`src/rtl/uart_frame_decoder_pkg.sv`:
```
// uart_frame_decoder_pkg
//   Shared definitions for the UART frame decoder: FSM state type,
//   opcode constants, default marker/response bytes and the checksum rule.
package uart_frame_decoder_pkg;

    typedef enum logic [2:0] {
        S_IDLE    = 3'd0,
        S_OPC     = 3'd1,
        S_ARG     = 3'd2,
        S_CSUM    = 3'd3,
        S_EXEC_WR = 3'd4,
        S_EXEC_RD = 3'd5,
        S_TX      = 3'd6
    } state_t;

    localparam logic [7:0] OPC_WRITE     = 8'h01;
    localparam logic [7:0] OPC_READ      = 8'h02;

    localparam logic [7:0] DEF_SYNC_BYTE = 8'hA5;
    localparam logic [7:0] DEF_ACK_BYTE  = 8'h5A;
    localparam logic [7:0] DEF_NAK_BYTE  = 8'hEE;

    // A frame is intact when CSUM equals OPC xor ARG.
    function automatic logic csum_ok(input logic [7:0] opc,
                                     input logic [7:0] arg,
                                     input logic [7:0] csum);
        return csum == (opc ^ arg);
    endfunction

endpackage

```
`src/rtl/uart_frame_decoder_byte_timeout.sv`:
```
// byte_timeout
//   Inter-byte idle counter. Counts enabled cycles since the last clear and
//   saturates at TIMEOUT_CYC; expired is high while the count sits there.
//   clk      in  system clock
//   rst      in  asynchronous active-high reset
//   clr      in  force count to 0 (takes priority over en)
//   en       in  count this cycle
//   expired  out count has reached TIMEOUT_CYC
module byte_timeout #(
    parameter int unsigned TIMEOUT_CYC = 10000
) (
    input  logic clk,
    input  logic rst,
    input  logic clr,
    input  logic en,
    output logic expired
);

    localparam int unsigned CNT_W = $clog2(TIMEOUT_CYC + 1);
    localparam logic [CNT_W-1:0] CNT_MAX = CNT_W'(TIMEOUT_CYC);

    logic [CNT_W-1:0] cnt;

    always_ff @(posedge clk or posedge rst) begin
        if (rst) begin
            cnt <= '0;
        end else if (clr) begin
            cnt <= '0;
        end else if (en && (cnt != CNT_MAX)) begin
            cnt <= cnt + CNT_W'(1);
        end
    end

    assign expired = (cnt == CNT_MAX);

endmodule

```
`src/rtl/uart_frame_decoder.sv`:
```
// uart_frame_decoder
//   Parses 4-byte RX frames [SYNC, OPC, ARG, CSUM] from UART_0, executes
//   WRITE (drive ARG onto the shared data bus for HOLD_CYC cycles) or READ
//   (sample the bus), and answers every completed frame with one TX byte.
//   SYSCLK     in   system clock
//   SYSRESET   in   asynchronous active-high reset
//   rx_data    in   received byte;  rx_valid in  one-cycle strobe
//   tx_ready   in   TX can accept;  tx_data  out response byte
//   tx_load    out  one-cycle load strobe to TX
//   data_i     in   bus sample;     data_o   out bus drive value
//   data_oe    out  bus output enable
//   busy       out  high whenever not IDLE
//   frame_err  out  pulse on timeout, bad checksum or unknown opcode
//   overrun    out  pulse when a byte arrives during execute/response
module uart_frame_decoder
    import uart_frame_decoder_pkg::*;
#(
    parameter int unsigned DATA_W      = 8,
    parameter logic [7:0]  SYNC_BYTE   = DEF_SYNC_BYTE,
    parameter logic [7:0]  ACK_BYTE    = DEF_ACK_BYTE,
    parameter logic [7:0]  NAK_BYTE    = DEF_NAK_BYTE,
    parameter int unsigned HOLD_CYC    = 4,
    parameter int unsigned TIMEOUT_CYC = 10000
) (
    input  logic              SYSCLK,
    input  logic              SYSRESET,
    input  logic [DATA_W-1:0] rx_data,
    input  logic              rx_valid,
    input  logic              tx_ready,
    output logic [DATA_W-1:0] tx_data,
    output logic              tx_load,
    input  logic [DATA_W-1:0] data_i,
    output logic [DATA_W-1:0] data_o,
    output logic              data_oe,
    output logic              busy,
    output logic              frame_err,
    output logic              overrun
);

    localparam int unsigned HOLD_W = $clog2(HOLD_CYC + 1);

    state_t            state;
    logic [7:0]        opc;
    logic [7:0]        arg;
    logic [HOLD_W-1:0] hold_cnt;
    logic              in_frame;
    logic              expired;

    assign in_frame = (state == S_OPC) || (state == S_ARG) || (state == S_CSUM);

    byte_timeout #(
        .TIMEOUT_CYC(TIMEOUT_CYC)
    ) u_timeout (
        .clk    (SYSCLK),
        .rst    (SYSRESET),
        .clr    (rx_valid || !in_frame),
        .en     (in_frame),
        .expired(expired)
    );

    // tx_data doubles as the response register: it is loaded on entry to TX
    // and simply held afterwards, so the strobe only has to qualify it.
    assign tx_load = (state == S_TX) && tx_ready;
    assign busy    = (state != S_IDLE);

    always_ff @(posedge SYSCLK or posedge SYSRESET) begin
        if (SYSRESET) begin
            state     <= S_IDLE;
            opc       <= '0;
            arg       <= '0;
            hold_cnt  <= '0;
            tx_data   <= '0;
            data_o    <= '0;
            data_oe   <= 1'b0;
            frame_err <= 1'b0;
            overrun   <= 1'b0;
        end else begin
            frame_err <= 1'b0;
            overrun   <= 1'b0;
            case (state)
                S_IDLE: begin
                    if (rx_valid && (rx_data == SYNC_BYTE)) begin
                        state <= S_OPC;
                    end
                end
                S_OPC: begin
                    if (rx_valid) begin
                        opc   <= rx_data;
                        state <= S_ARG;
                    end else if (expired) begin
                        state     <= S_IDLE;
                        frame_err <= 1'b1;
                    end
                end
                S_ARG: begin
                    if (rx_valid) begin
                        arg   <= rx_data;
                        state <= S_CSUM;
                    end else if (expired) begin
                        state     <= S_IDLE;
                        frame_err <= 1'b1;
                    end
                end
                S_CSUM: begin
                    if (rx_valid) begin
                        if (csum_ok(opc, arg, rx_data) && (opc == OPC_WRITE)) begin
                            state    <= S_EXEC_WR;
                            data_o   <= arg;
                            data_oe  <= 1'b1;
                            hold_cnt <= HOLD_W'(HOLD_CYC - 1);
                        end else if (csum_ok(opc, arg, rx_data) && (opc == OPC_READ)) begin
                            state <= S_EXEC_RD;
                        end else begin
                            state     <= S_TX;
                            tx_data   <= NAK_BYTE;
                            frame_err <= 1'b1;
                        end
                    end else if (expired) begin
                        state     <= S_IDLE;
                        frame_err <= 1'b1;
                    end
                end
                S_EXEC_WR: begin
                    overrun <= rx_valid;
                    if (hold_cnt == '0) begin
                        data_oe <= 1'b0;
                        tx_data <= ACK_BYTE;
                        state   <= S_TX;
                    end else begin
                        hold_cnt <= hold_cnt - HOLD_W'(1);
                    end
                end
                S_EXEC_RD: begin
                    overrun <= rx_valid;
                    tx_data <= data_i;
                    state   <= S_TX;
                end
                S_TX: begin
                    overrun <= rx_valid;
                    if (tx_ready) begin
                        state <= S_IDLE;
                    end
                end
                default: begin
                    state <= S_IDLE;
                end
            endcase
        end
    end

endmodule

```
`config.mk`:
```
export PLATFORM = sky130hd
export DESIGN_NAME = uart_frame_decoder
export DESIGN_NICKNAME = d
export VERILOG_FILES = /design/src/rtl/uart_frame_decoder_pkg.sv /design/src/rtl/uart_frame_decoder_byte_timeout.sv /design/src/rtl/uart_frame_decoder.sv
export SDC_FILE = /design/constraint.sdc
export NUM_CORES = 1
export LEC_CHECK = 0
export CAP_MARGIN = 20
export CORE_MARGIN = 8
export CORE_UTILIZATION = 49
export CTS_BUF_LIST = sky130_fd_sc_hd__clkbuf_8 sky130_fd_sc_hd__clkbuf_16
export DETAILED_ROUTE_END_ITERATION = 12
export MAX_ROUTING_LAYER = met4
export PLACE_DENSITY = 0.76
export SETUP_SLACK_MARGIN = 0.2
export SLEW_MARGIN = 30
export SYNTH_ARGS = -nofsm -noshare
export SYNTH_HDL_FRONTEND = slang
export SYNTH_SLANG_ARGS = --single-unit
```
`constraint.sdc`:
```
create_clock -name SYSCLK -period 2.6 [get_ports SYSCLK]
set_clock_uncertainty 0.1 [all_clocks]
set_input_delay 0.26 -clock SYSCLK [delete_from_list [all_inputs] [get_ports SYSCLK]]
set_output_delay 0.26 -clock SYSCLK [all_outputs]
set_load 0.01 [all_outputs]
```
== Yosys cells after proc, flatten, opt, wreduce, memory -nomap -nowiden ==
Index checks and enable logic that the tools add are counted.
Cells by class
  equality and inequality tests: 20
  muxes and demuxes: 32
  $add $sub $neg: 2
  reduce and logical (&&, ||, !) cells: 24
  bitwise logic cells: 1
Operator list (number)
  $mux W8: 4
  $mux W3: 10
  $mux W14: 2
  $pmux W8 S3: 1
  $pmux W3 S7: 1
  $add A14 B1 Y14 const B: 1
  $eq A14 B14 Y1 const B: 1
  $ne A14 B14 Y1 const B: 1
  $ne A2 B2 Y1 const B: 7
  $eq A3 B3 Y1 const B: 3
  $mux W1: 9
  $eq A8 B1 Y1 const B: 1
  $eq A8 B2 Y1 const B: 1
  $eq A8 B8 Y1: 1
  $eq A8 B8 Y1 const B: 1
  $reduce_and A4 Y1: 2
  $xor A8 B8 Y8: 1
  $eq A3 B2 Y1 const B: 2
  $logic_not A3 Y1: 2
  $pmux W3 S2: 1
  $reduce_and A3 Y1: 2
  $reduce_bool A3 Y1: 2
  $logic_and A1 B1 Y1: 5
  $reduce_and A5 Y1: 1
  11 further kinds: 17
Storage, ports and cells
  input bits: 20
  logic and storage cells: 89
  bits in registers: 55
  output and inout bits: 21

== Logic depth before layout (Yosys ltp) ==
  word-level depth: 7
  mapped depth: 7

== Modules after synthesis ==
From an unflattened synthesis, not the netlist that was laid out.
Unflattened totals
  cells, all modules: 271
  area, all modules: 2936.6 µm²
By module, submodules not included
  uart_frame_decoder: area each 2090.8 µm², times used 1, cells an instance 179
  byte_timeout: area each 845.8 µm², times used 1, cells an instance 92

== Worst setup path before layout ==
Ideal clock, no wire load.
  kind: register to register
  from: register arg[6]
  to: register data_o[0]
  slack: 0.113 ns
  clock period less this slack: 2.487 ns
  setup time: 0.125 ns
  cell stages (with the launch flop): 8
  arrival: 2.262 ns
  path through: dfrtp_1 xnor3_1 nand4_1 or4_1 buf_2 or3_1 buf_6 mux2_4
On the way
  cells in the longest elaborated chain, start to end: 4
RTL lines
  start: declaration: line uart_frame_decoder.sv:44  | logic [7:0] arg;
  start signal: assignment: line uart_frame_decoder.sv:97  | arg <= rx_data;
  $xor A8 B8 Y8: line uart_frame_decoder_pkg.sv:27  | return csum == (opc ^ arg);
  $eq A8 B8 Y1: line uart_frame_decoder_pkg.sv:27
  $logic_and A1 B1 Y1: line uart_frame_decoder.sv:106  | if (csum_ok(opc, arg, rx_data) && (opc == OPC_WRITE)) begin
  $reduce_and A3 Y1 (no line)
  end signal: assignment: line uart_frame_decoder.sv:108  | data_o <= arg;
  end: declaration: line uart_frame_decoder.sv:33  | output logic [DATA_W-1:0] data_o,
Every way passes these cells.
A chain may end at the register's enable or synchronous reset.

== Worst setup path after layout ==
  from: register arg[7]
  to: register data_o[5]
The elaborated chain is that of the path after synthesis.

==> impl_metrics.ini <==
[global_route]
grt_pass1_wl_um = 9680
antenna_found_initial = 0
use_met2_pct = 22.03
track_usage_pct = 14.25
grt_max_degree = 30
grt_util_met3_pct = 3.504
use_met1_pct = 18.11
overflow = 0
grt_pass1_vias = 2089
busiest_layer = met2

[pwr]
p_sw_w = 0.001062
seqPwrFrac_pct = 43.3
clkPwrFrac_pct = 14.0
p_leak_nw = 1.562
p_int_w = 0.002030
power_density_nw_per_um2 = 878.5
power_frac_comb_pct = 42.6
irDropWorstVdd_uv = 499.7
p_sw_share_pct = 34.35

[timing]
setup_viol = 0
fin_crit_ns = 2.486
hold_ws_ns = 0.2338
post-route-period-util_pct = 95.63
fmax_ghz = 0.4022
hold_viol = 0
maxSlewViolCount = 0
rsz0062_at_grt = yes
worst_pin_slew_ns = 0.5918
layout_setup_ws_ns = 0.1135
slew_headroom_pct = 60.49

[drt]
dr.pass1.iters = 4
ant_nets = 0
num_vias = 2066
vias_per_cell = 5.366
wl_per_cell_um = 15.03
drt_iter0_markers = 82
drt_wl_total_um = 5785
drcViolationCount = 0

[place]
pre_cts_ws_ns = -0.2378
place.gp.congestion = 0.8381
hpwl_um = 4249
place.port_buffers = 40

[clocking]
numCtsBuffers = 5
root_buffer = clkbuf_8
insertion_delay_ns = 0.30
clk_pin_slew_worst_paths_ns = 0.10
postCtsHoldBufs = 0
cts_sinks = 55
tritoncts = done
htree_levels = 2
cts.path.max_buffers = 2

[worst_setup_path]
reg2reg_to = data_o[5]$_DFFE_PP0P_
cp_max_fo = 5
r2r_slack_ns = 0.11
end_kind = register
crit_type = register to register
reg2reg_from = arg[7]$_DFFE_PP0P_
critPathArrivalTime_ns = 2.58
critPathCapture = data_o[5]$_DFFE_PP0P_
setup.worst_path.start = arg[7]$_DFFE_PP0P_
crit_required_ns = 2.69
start_kind = register
rr_worst_depth = 6

[synthesis]
synthCells = 258
syn-cell-area_um2 = 2808
postSynth.asyncResetShare_pct = 100.0
yosysTopAreaCell = dfrtp_1
ys.flop_type = dfrtp_1
synth.avg_cell_area_um2 = 10.88
synth_edf_count = 0
synth_area_leaders = dfrtp_1 49%, mux2_2 7.6%, mux2_4 4.3%
ys_seq_elements = 55
synth_seq_area_share_pct = 49.02
yosys_warnings = 0
syn-num-nets = 282
synthDistinctLibCells = 43
synth_top_area_share_pct = 49.02

[die]
start_util_pct = 50.99
dieArea_um2 = 8408
die_width_um = 91.70
ioPinCount = 41
core_region_area_um2 = 5507
die_h_um = 91.70
rows = 27

[finish]
layout-drive-gt1-share_pct = 18.53
num_antenna_cells = 0
num-nets-final = 338
area_delta_synth_final_pct = 25.36
fillers = 454

[run_status]
outcome = complete, no violations

[hold_path]
holdCritPathClass = input port to asynchronous set/reset pin

[job]
cap_viol_max_count = 0
-- cell usage in the layout (no fill, tap or decap), types with 2 or more instances in the layout --
master	instances
nand2b_1	3
buf_4	18
nand4_1	4
ha_1	4
mux2_2	18
a21oi_1	11
mux2_4	9
a22o_1	2
dfrtp_1	55
clkbuf_8	5
nand3_1	10
xnor3_1	5
nor3_1	4
a31oi_1	2
nor2b_1	6
and3_1	3
o21ai_0	7
nor2_1	26
or3_1	4
nand4b_1	2
xor2_1	7
o41a_1	2
nand2_1	20
xnor2_1	9
inv_1	11
a211oi_1	2
clkdlybuf4s50_1	39
buf_6	2
and2_1	2
nor4_1	2
-- Yosys cell counts, types with 2 or more instances --
cell type and count:
a211oi_1 2, a21oi_1 11, a22o_1 2, a31oi_1 2, and2_1 2, and3_1 3, clkbuf_1 10, dfrtp_1 55
ha_1 4, inv_1 11, mux2_2 19, mux2_4 8, nand2_1 20, nand2b_1 3, nand3_1 10, nand4_1 4
nand4b_1 2, nor2_1 26, nor2b_1 6, nor3_1 4, nor4_1 3, o21ai_0 7, o41a_1 2, or3_1 5
xnor2_1 9, xnor3_1 5, xor2_1 7
-- power groups by stage --
stage	clock network, W	logic [W]	registers, W
2_1_floorplan	0	0.000881	0.00130
3_3_place_gp	0	0.00122	0.00135
3_5_place_dp	0	0.00124	0.00136
4_1_cts	0.000449	0.00132	0.00134
5_1_grt	0.000484	0.00146	0.00137
6_report	0.000433	0.00132	0.00134
-- routing by layer --
metal,vias to the layer above,wire [µm]
met1,1002,2743
met3,7,283
met4,0,51
li1,1009,-
met5,-,0
met2,48,2707
-- registers in the layout, indices dropped and copies added, names as in the netlist --
name,flops
arg,8
data_o,8
data_oe,1
frame_err,1
hold_cnt,3
opc,8
overrun,1
state,3
tx_data,8
u_timeout.cnt,14
-- area by class of cell --
class	count	area [µm²]	area share, %
clock inverter	1	3.754	0.1066
multi-input combinational	180	1363	38.71
inverter	11	41.29	1.173
tap	72	90.09	2.560
clock buffer	5	68.82	1.955
sequential	55	1376	39.10
timing repair buffer	61	576.8	16.39
-- cell families (layout without fill, tap and decap cells) --
| kind of cell | after synthesis | count (layout) | synth area share (%) |
|---|---|---|---|
| flops | 55 | 55 | 49.02 |
| buf+inv | 23 | 78 | 3.387 |
| simple gates | 93 | 93 | 16.58 |
| mux | 27 | 27 | 11.90 |
| compound gates | 35 | 35 | 8.334 |
| fa+ha+maj | 4 | 4 | 1.783 |
| xor+xnor | 21 | 21 | 9.002 |
-- per-stage QoR --
step	cell area (µm²)	utilization [%]	power, W	cells	TNS, ns
after floorplan	2814	-	0.002177	258	0
after global placement	3385	61.46	0.002564	375	-2.196
after detailed placement	3385	61.46	0.002602	375	-2.843
after CTS	3508	63.71	0.003110	384	0
after global routing	3520	63.92	0.003311	385	0
final	3520	63.92	0.003092	385	0
-- timing repair --
| action | in CTS | in global routing |
|---|---|---|
| setup endpoints to repair | 11 | 11 |
| pin swaps | 2 | 1 |
| setup buffers | 3 | 1 |
| gates resized for setup | 7 | 1 |
-- critical path: stages, from the launching register on --
cell and delay, ns:
dfrtp_1 0.40, xnor3_1 0.39, nand4_1 0.12, or4_4 0.54
or3_4 0.39, buf_6 0.14, mux2_4 0.29
-- worst min path at each step --
stage          slack [ns]                endpoint              startpoint
2_1_floorplan        0.25    state[1]$_DFFE_PP0P_                tx_ready
3_3_place_gp         0.38  tx_data[0]$_DFFE_PP0P_  tx_data[0]$_DFFE_PP0P_
3_5_place_dp         0.39  tx_data[0]$_DFFE_PP0P_  tx_data[0]$_DFFE_PP0P_
4_1_cts              0.26      arg[4]$_DFFE_PP0P_                SYSRESET
5_1_grt              0.28      arg[4]$_DFFE_PP0P_                SYSRESET
6_report             0.23      arg[4]$_DFFE_PP0P_                SYSRESET
Power figures use the tool's default switching activity.
